==> config.mk <==
export PLATFORM = sky130hd
export DESIGN_NAME = reg_file_n
export DESIGN_NICKNAME = d
export VERILOG_FILES = /design/src/rtl/reg_file_n.sv
export SDC_FILE = /design/constraint.sdc
export NUM_CORES = 1
export LEC_CHECK = 0
export CAP_MARGIN = 5
export CORE_MARGIN = 5
export CORE_UTILIZATION = 40
export CTS_CLUSTER_DIAMETER = 120
export CTS_CLUSTER_SIZE = 14
export DETAILED_ROUTE_END_ITERATION = 6
export GPL_TIMING_DRIVEN = 1
export HOLD_SLACK_MARGIN = 0.03
export PLACE_DENSITY = 0.7
export SLEW_MARGIN = 40
export SYNTH_ARGS = -nofsm -noshare
export SYNTH_HDL_FRONTEND = slang
export SYNTH_SLANG_ARGS = --single-unit
==> constraint.sdc <==
create_clock -name clk -period 9.1 [get_ports clk]
set_clock_uncertainty 0.2 [all_clocks]
set_input_delay 1.82 -clock clk [delete_from_list [all_inputs] [get_ports clk]]
set_output_delay 1.82 -clock clk [all_outputs]
set_load 0.1 [all_outputs]
==> src/rtl/reg_file_n.sv <==
// Parametrised register file: one write port, two combinational read ports,
// an increment/decrement unit and a sequenced clear that walks every register.
module reg_file_n #(
  parameter int DATA_W = 8,
  parameter int NREGS  = 4,
  parameter int SEL_W  = 8,
  parameter int BYPASS = 1
) (
  input  logic                    clk,
  input  logic                    reset,
  input  logic                    wr_en,
  input  logic [SEL_W-1:0]        wr_sel,
  input  logic [DATA_W-1:0]       wr_data,
  input  logic                    idu_inc,
  input  logic                    idu_dec,
  input  logic [SEL_W-1:0]        idu_sel,
  output logic                    idu_carry,
  input  logic                    rd_a_en,
  input  logic [SEL_W-1:0]        rd_a_sel,
  output logic [DATA_W-1:0]       rd_a_data,
  input  logic                    rd_b_en,
  input  logic [SEL_W-1:0]        rd_b_sel,
  output logic [DATA_W-1:0]       rd_b_data,
  input  logic                    clr_start,
  output logic                    busy,
  output logic [NREGS*DATA_W-1:0] regs_flat
);

  localparam int IDX_W = (NREGS > 1) ? $clog2(NREGS) : 1;

  localparam logic STATE_IDLE  = 1'b0;
  localparam logic STATE_CLEAR = 1'b1;

  logic [DATA_W-1:0] regs_reg [NREGS];
  logic              state_reg;
  logic [IDX_W-1:0]  clr_idx_reg;
  logic              idu_carry_reg;

  // Valid only when the bits above the index are zero and the index exists.
  function automatic logic sel_valid(input logic [SEL_W-1:0] sel);
    logic [SEL_W-1:0] upper;
    upper = sel >> IDX_W;
    return (upper == '0) && (int'(sel[IDX_W-1:0]) < NREGS);
  endfunction

  logic [IDX_W-1:0] wr_idx, idu_idx, rd_a_idx, rd_b_idx;
  assign wr_idx   = wr_sel[IDX_W-1:0];
  assign idu_idx  = idu_sel[IDX_W-1:0];
  assign rd_a_idx = rd_a_sel[IDX_W-1:0];
  assign rd_b_idx = rd_b_sel[IDX_W-1:0];

  assign busy = (state_reg == STATE_CLEAR);

  logic wr_ok;
  logic idu_ok;
  assign wr_ok  = wr_en && !busy && sel_valid(wr_sel);
  // A write to the same register wins; the inc/dec is dropped entirely.
  assign idu_ok = (idu_inc ^ idu_dec) && !busy && sel_valid(idu_sel)
                  && !(wr_ok && (wr_idx == idu_idx));

  logic [DATA_W-1:0] idu_cur;
  logic [DATA_W:0]   idu_sum;
  always_comb begin
    idu_cur = '0;
    for (int i = 0; i < NREGS; i++) begin
      if (idu_idx == IDX_W'(i)) idu_cur = regs_reg[i];
    end
    if (idu_inc) idu_sum = {1'b0, idu_cur} + {{DATA_W{1'b0}}, 1'b1};
    else         idu_sum = {1'b0, idu_cur} - {{DATA_W{1'b0}}, 1'b1};
  end

  genvar gi;
  generate
    for (gi = 0; gi < NREGS; gi++) begin : g_reg
      always_ff @(posedge clk) begin
        if (reset)
          regs_reg[gi] <= '0;
        else if (busy && (clr_idx_reg == IDX_W'(gi)))
          regs_reg[gi] <= '0;
        else if (wr_ok && (wr_idx == IDX_W'(gi)))
          regs_reg[gi] <= wr_data;
        else if (idu_ok && (idu_idx == IDX_W'(gi)))
          regs_reg[gi] <= idu_sum[DATA_W-1:0];
      end
      assign regs_flat[gi*DATA_W +: DATA_W] = regs_reg[gi];
    end
  endgenerate

  always_ff @(posedge clk) begin
    if (reset)
      idu_carry_reg <= 1'b0;
    else if (idu_ok)
      idu_carry_reg <= idu_sum[DATA_W];
  end
  assign idu_carry = idu_carry_reg;

  always_ff @(posedge clk) begin
    if (reset) begin
      state_reg   <= STATE_IDLE;
      clr_idx_reg <= '0;
    end else begin
      case (state_reg)
        STATE_IDLE: begin
          if (clr_start) begin
            state_reg   <= STATE_CLEAR;
            clr_idx_reg <= '0;
          end
        end
        default: begin
          if (clr_idx_reg == IDX_W'(NREGS - 1)) begin
            state_reg   <= STATE_IDLE;
            clr_idx_reg <= '0;
          end else begin
            clr_idx_reg <= clr_idx_reg + 1'b1;
          end
        end
      endcase
    end
  end

  // Forwarding only sees accepted writes, so it is naturally off while busy.
  always_comb begin
    rd_a_data = '0;
    if (rd_a_en && sel_valid(rd_a_sel)) begin
      for (int i = 0; i < NREGS; i++) begin
        if (rd_a_idx == IDX_W'(i)) rd_a_data = regs_reg[i];
      end
      if ((BYPASS != 0) && wr_ok && (wr_sel == rd_a_sel)) rd_a_data = wr_data;
    end
  end

  always_comb begin
    rd_b_data = '0;
    if (rd_b_en && sel_valid(rd_b_sel)) begin
      for (int i = 0; i < NREGS; i++) begin
        if (rd_b_idx == IDX_W'(i)) rd_b_data = regs_reg[i];
      end
      if ((BYPASS != 0) && wr_ok && (wr_sel == rd_b_sel)) rd_b_data = wr_data;
    end
  end

endmodule

==> metrics.csv <==
stage,metric,value,unit
sta,final setup fails,0,
status,outcome,"complete, no violations",
placement,GPL Wtd Cong,0.847,
run,total of max-cap violations,0,
worst_setup_path,CP Launch Type,primary input,
logic_synthesis,largest cells by area after synthesis,"edfxtp_1 31%, mux4_2 17%, a22o_1 8.4%",
sta,final slew viol count,0,
route,Routed Wire Length,9890,µm
die,Die H,98.3,µm
min_path,worst min path class,flip-flop to flip-flop,
logic_synthesis,cell taking the most area after synthesis,edfxtp_1,
die,Core Box Area,7650,µm²
route,Residual DRC,0,
logic_synthesis,Synth Instances,258,
final_layout,share of layout cells above drive strength 1,29.5,%
pwr,Pleak,1.70,nW
logic_synthesis,ys flop type,edfxtp_1,
global_route,grt ovf,0,
worst_setup_path,crit path DAT,4.56,ns
die,initial core utilization,40.8,%
logic_synthesis,top-area cell type share of the netlist area,30.8,%
die,cell row count,32,
logic_synthesis,Post-synth EDFFs,32,
global_route,global-route wire length before repair,15200,µm
logic_synthesis,Netlist cell types,49,
final_layout,NumNets Final,411,
logic_synthesis,register area share after synthesis,33.4,%
sta,Final min period,6.58,ns
placement,count of input and output buffers,97,
clock_tree,TritonCTS clock tree,built,
pwr,pwr/cell area,128,nW/µm²
placement,placed insts,446,
clock_tree,post-CTS setup buffer count,0,
sta,Worst Tran Pin Value,0.892,ns
logic_synthesis,Yosys reg bits,36,
route,1st-iter DRT viols,129,
worst_setup_path,CP Data Required Time,7.08,ns
sta,final setup TNS,0,ns
final_layout,"Area growth, synth to finish",30.0,%
final_layout,# fillers,666,
route,drt first pass iters,4,
die,die width,98.3,µm
pwr,VDD IR max,56.8,µV
global_route,initial antenna violation count,0,
logic_synthesis,Synthesis Warnings,0,
route,Via Count,2661,
final_layout,number of diodes,0,
clock_tree,clock buffer depth,2,
global_route,largest net degree at the start of global routing,15,
logic_synthesis,Post-Syn Nets,318,
global_route,vias in the first global route,2706,
die,DIE AREA,9660,µm²
worst_setup_path,CP Class,primary input to output port,
final_layout,Reg area,1040,µm²
clock_tree,# hold bufs at CTS,0,
logic_synthesis,Syn Std Cell Area,3120,µm²
route,"antenna viol nets, final",0,
clock_tree,htree depth,2,
logic_synthesis,cell with the most instances after synthesis,edfxtp_1,
clock_tree,TritonCTS Buffers,5,
global_route,GRT Util Overall,20.1,%
route,wire length per cell,21.8,µm
sta,period utilization,72.3,%
sta,Slew headroom,40.3,%
clock_tree,CTS sink cnt,36,
clock_tree,worst skew pair latency,0.29,ns
final_layout,area of the multi-input gates,2030,µm²
final_layout,number of flip-flops in the largest register,32,
logic_synthesis,Syn Area/Cell,12.1,µm²
logic_synthesis,most frequent cells after synthesis,"32 x edfxtp_1, 31 x nor2_1, 30 x a22o_1",
worst_setup_path,Crit. End Element,output port,
logic_synthesis,ys async rst share,0,%
final_layout,Finished Layout Cells,454,
sta,RSZ-0062 raised after global routing,false,
die,I/O pins,98,
route,routed vias/inst,5.86,
clock_tree,Post-CTS Resized,0,
worst_setup_path,Worst Path Max Fanout,9,
clock_tree,CTS root buffer,clkbuf_8,
placement,placed wire-length estimate,7260,µm
clock_tree,clock-pin slew on the worst setup and hold paths,0.07,ns
sta,Max Fclk,152,MHz
sta,Final Hold Viols,0,
## path summary, 6_finish.rpt
path                                 start                     end  slack [ns]  depth (start not counted)
hold reg to reg     idu_carry$_SDFFE_PP0N_  idu_carry$_SDFFE_PP0N_        0.30                          2
setup / recovery               rd_a_sel[0]            rd_a_data[2]        2.52                          7
setup reg to reg  regs_reg[0][0]$_DFFE_PP_  idu_carry$_SDFFE_PP0N_        6.13                          8
hold / removal      idu_carry$_SDFFE_PP0N_  idu_carry$_SDFFE_PP0N_        0.30                          2
## cell type report
type / count / area share (%)
multi-input cells: 203 / 50.0
repair buffers: 97 / 17.6
clock buffers: 5 / 1.70
clock inverters: 3 / 1.05
flip-flops and latches: 36 / 25.7
well taps: 102 / 3.15
inverters: 8 / 0.741
## critical path: stages
cell and delay [ns]:
clkdlybuf4s50_1 0.92, xor2_1 0.13, nor4_1 0.40, nand4_2 0.47, mux2i_1 0.25, nor2_1 0.10, buf_2 0.44
## cell usage in the layout (no fill, tap or decap), types with 8 or more instances in the layout
cell type,n
inv_1,8
mux2i_1,16
clkdlybuf4s50_1,46
buf_2,51
xnor2_1,10
a22o_1,30
mux4_2,24
nor3_1,8
nor2_1,31
ha_1,11
xor2_1,14
edfxtp_1,32
## per-stage QoR
step / setup slack (ns) / power, mW / area (µm²) / utilization [%] / hold WS (ns)
CTS: 2.48 / 0.519 / 4060 / 53.0 / 0.309
global placement: 1.84 / 0.384 / 4180 / 54.7 / 0.304
global route: 2.37 / 0.539 / 4060 / 53.0 / 0.342
floorplan: 2.83 / 0.327 / 3120 / - / 0.361
finish: 2.52 / 0.519 / 4060 / 53.0 / 0.304
detailed placement: 2.48 / 0.379 / 3940 / 51.6 / 0.296
## kinds of logic after synthesis
group | Yosys count | share of synthesized area [%]
AND/OR/NAND/NOR | 70 | 14.3
AO/OA/AOI/OAI | 55 | 14.6
multiplexers | 40 | 22.5
flip-flops | 36 | 33.4
XOR/XNOR | 26 | 7.78
buffers and inverters | 19 | 2.45
adder cells (fa/ha/maj) | 12 | 5.05
## where the power goes
part | switching (mW) | leakage, nW | internal, mW
clock network | 0.0613 | 0.0541 | 0.0811
logic | 0.117 | 1.28 | 0.0645
registers | 0.00800 | 0.367 | 0.187
total | 0.186 | 1.70 | 0.333
## metal layers
layer / part of all wire (%) / routed length (µm) / vias to the layer above / GRT usage [%]
met4: 1.3 / 124 / 0 / 5.67
met2: 50 / 4950 / 135 / 35.1
met1: 38 / 3790 / 1294 / 25.5
met3: 10 / 1020 / 10 / 3.64
met5: 0 / 0 / - / 0
li1: - / - / 1222 / -
No activity file was read; power rests on OpenSTA's default activity.
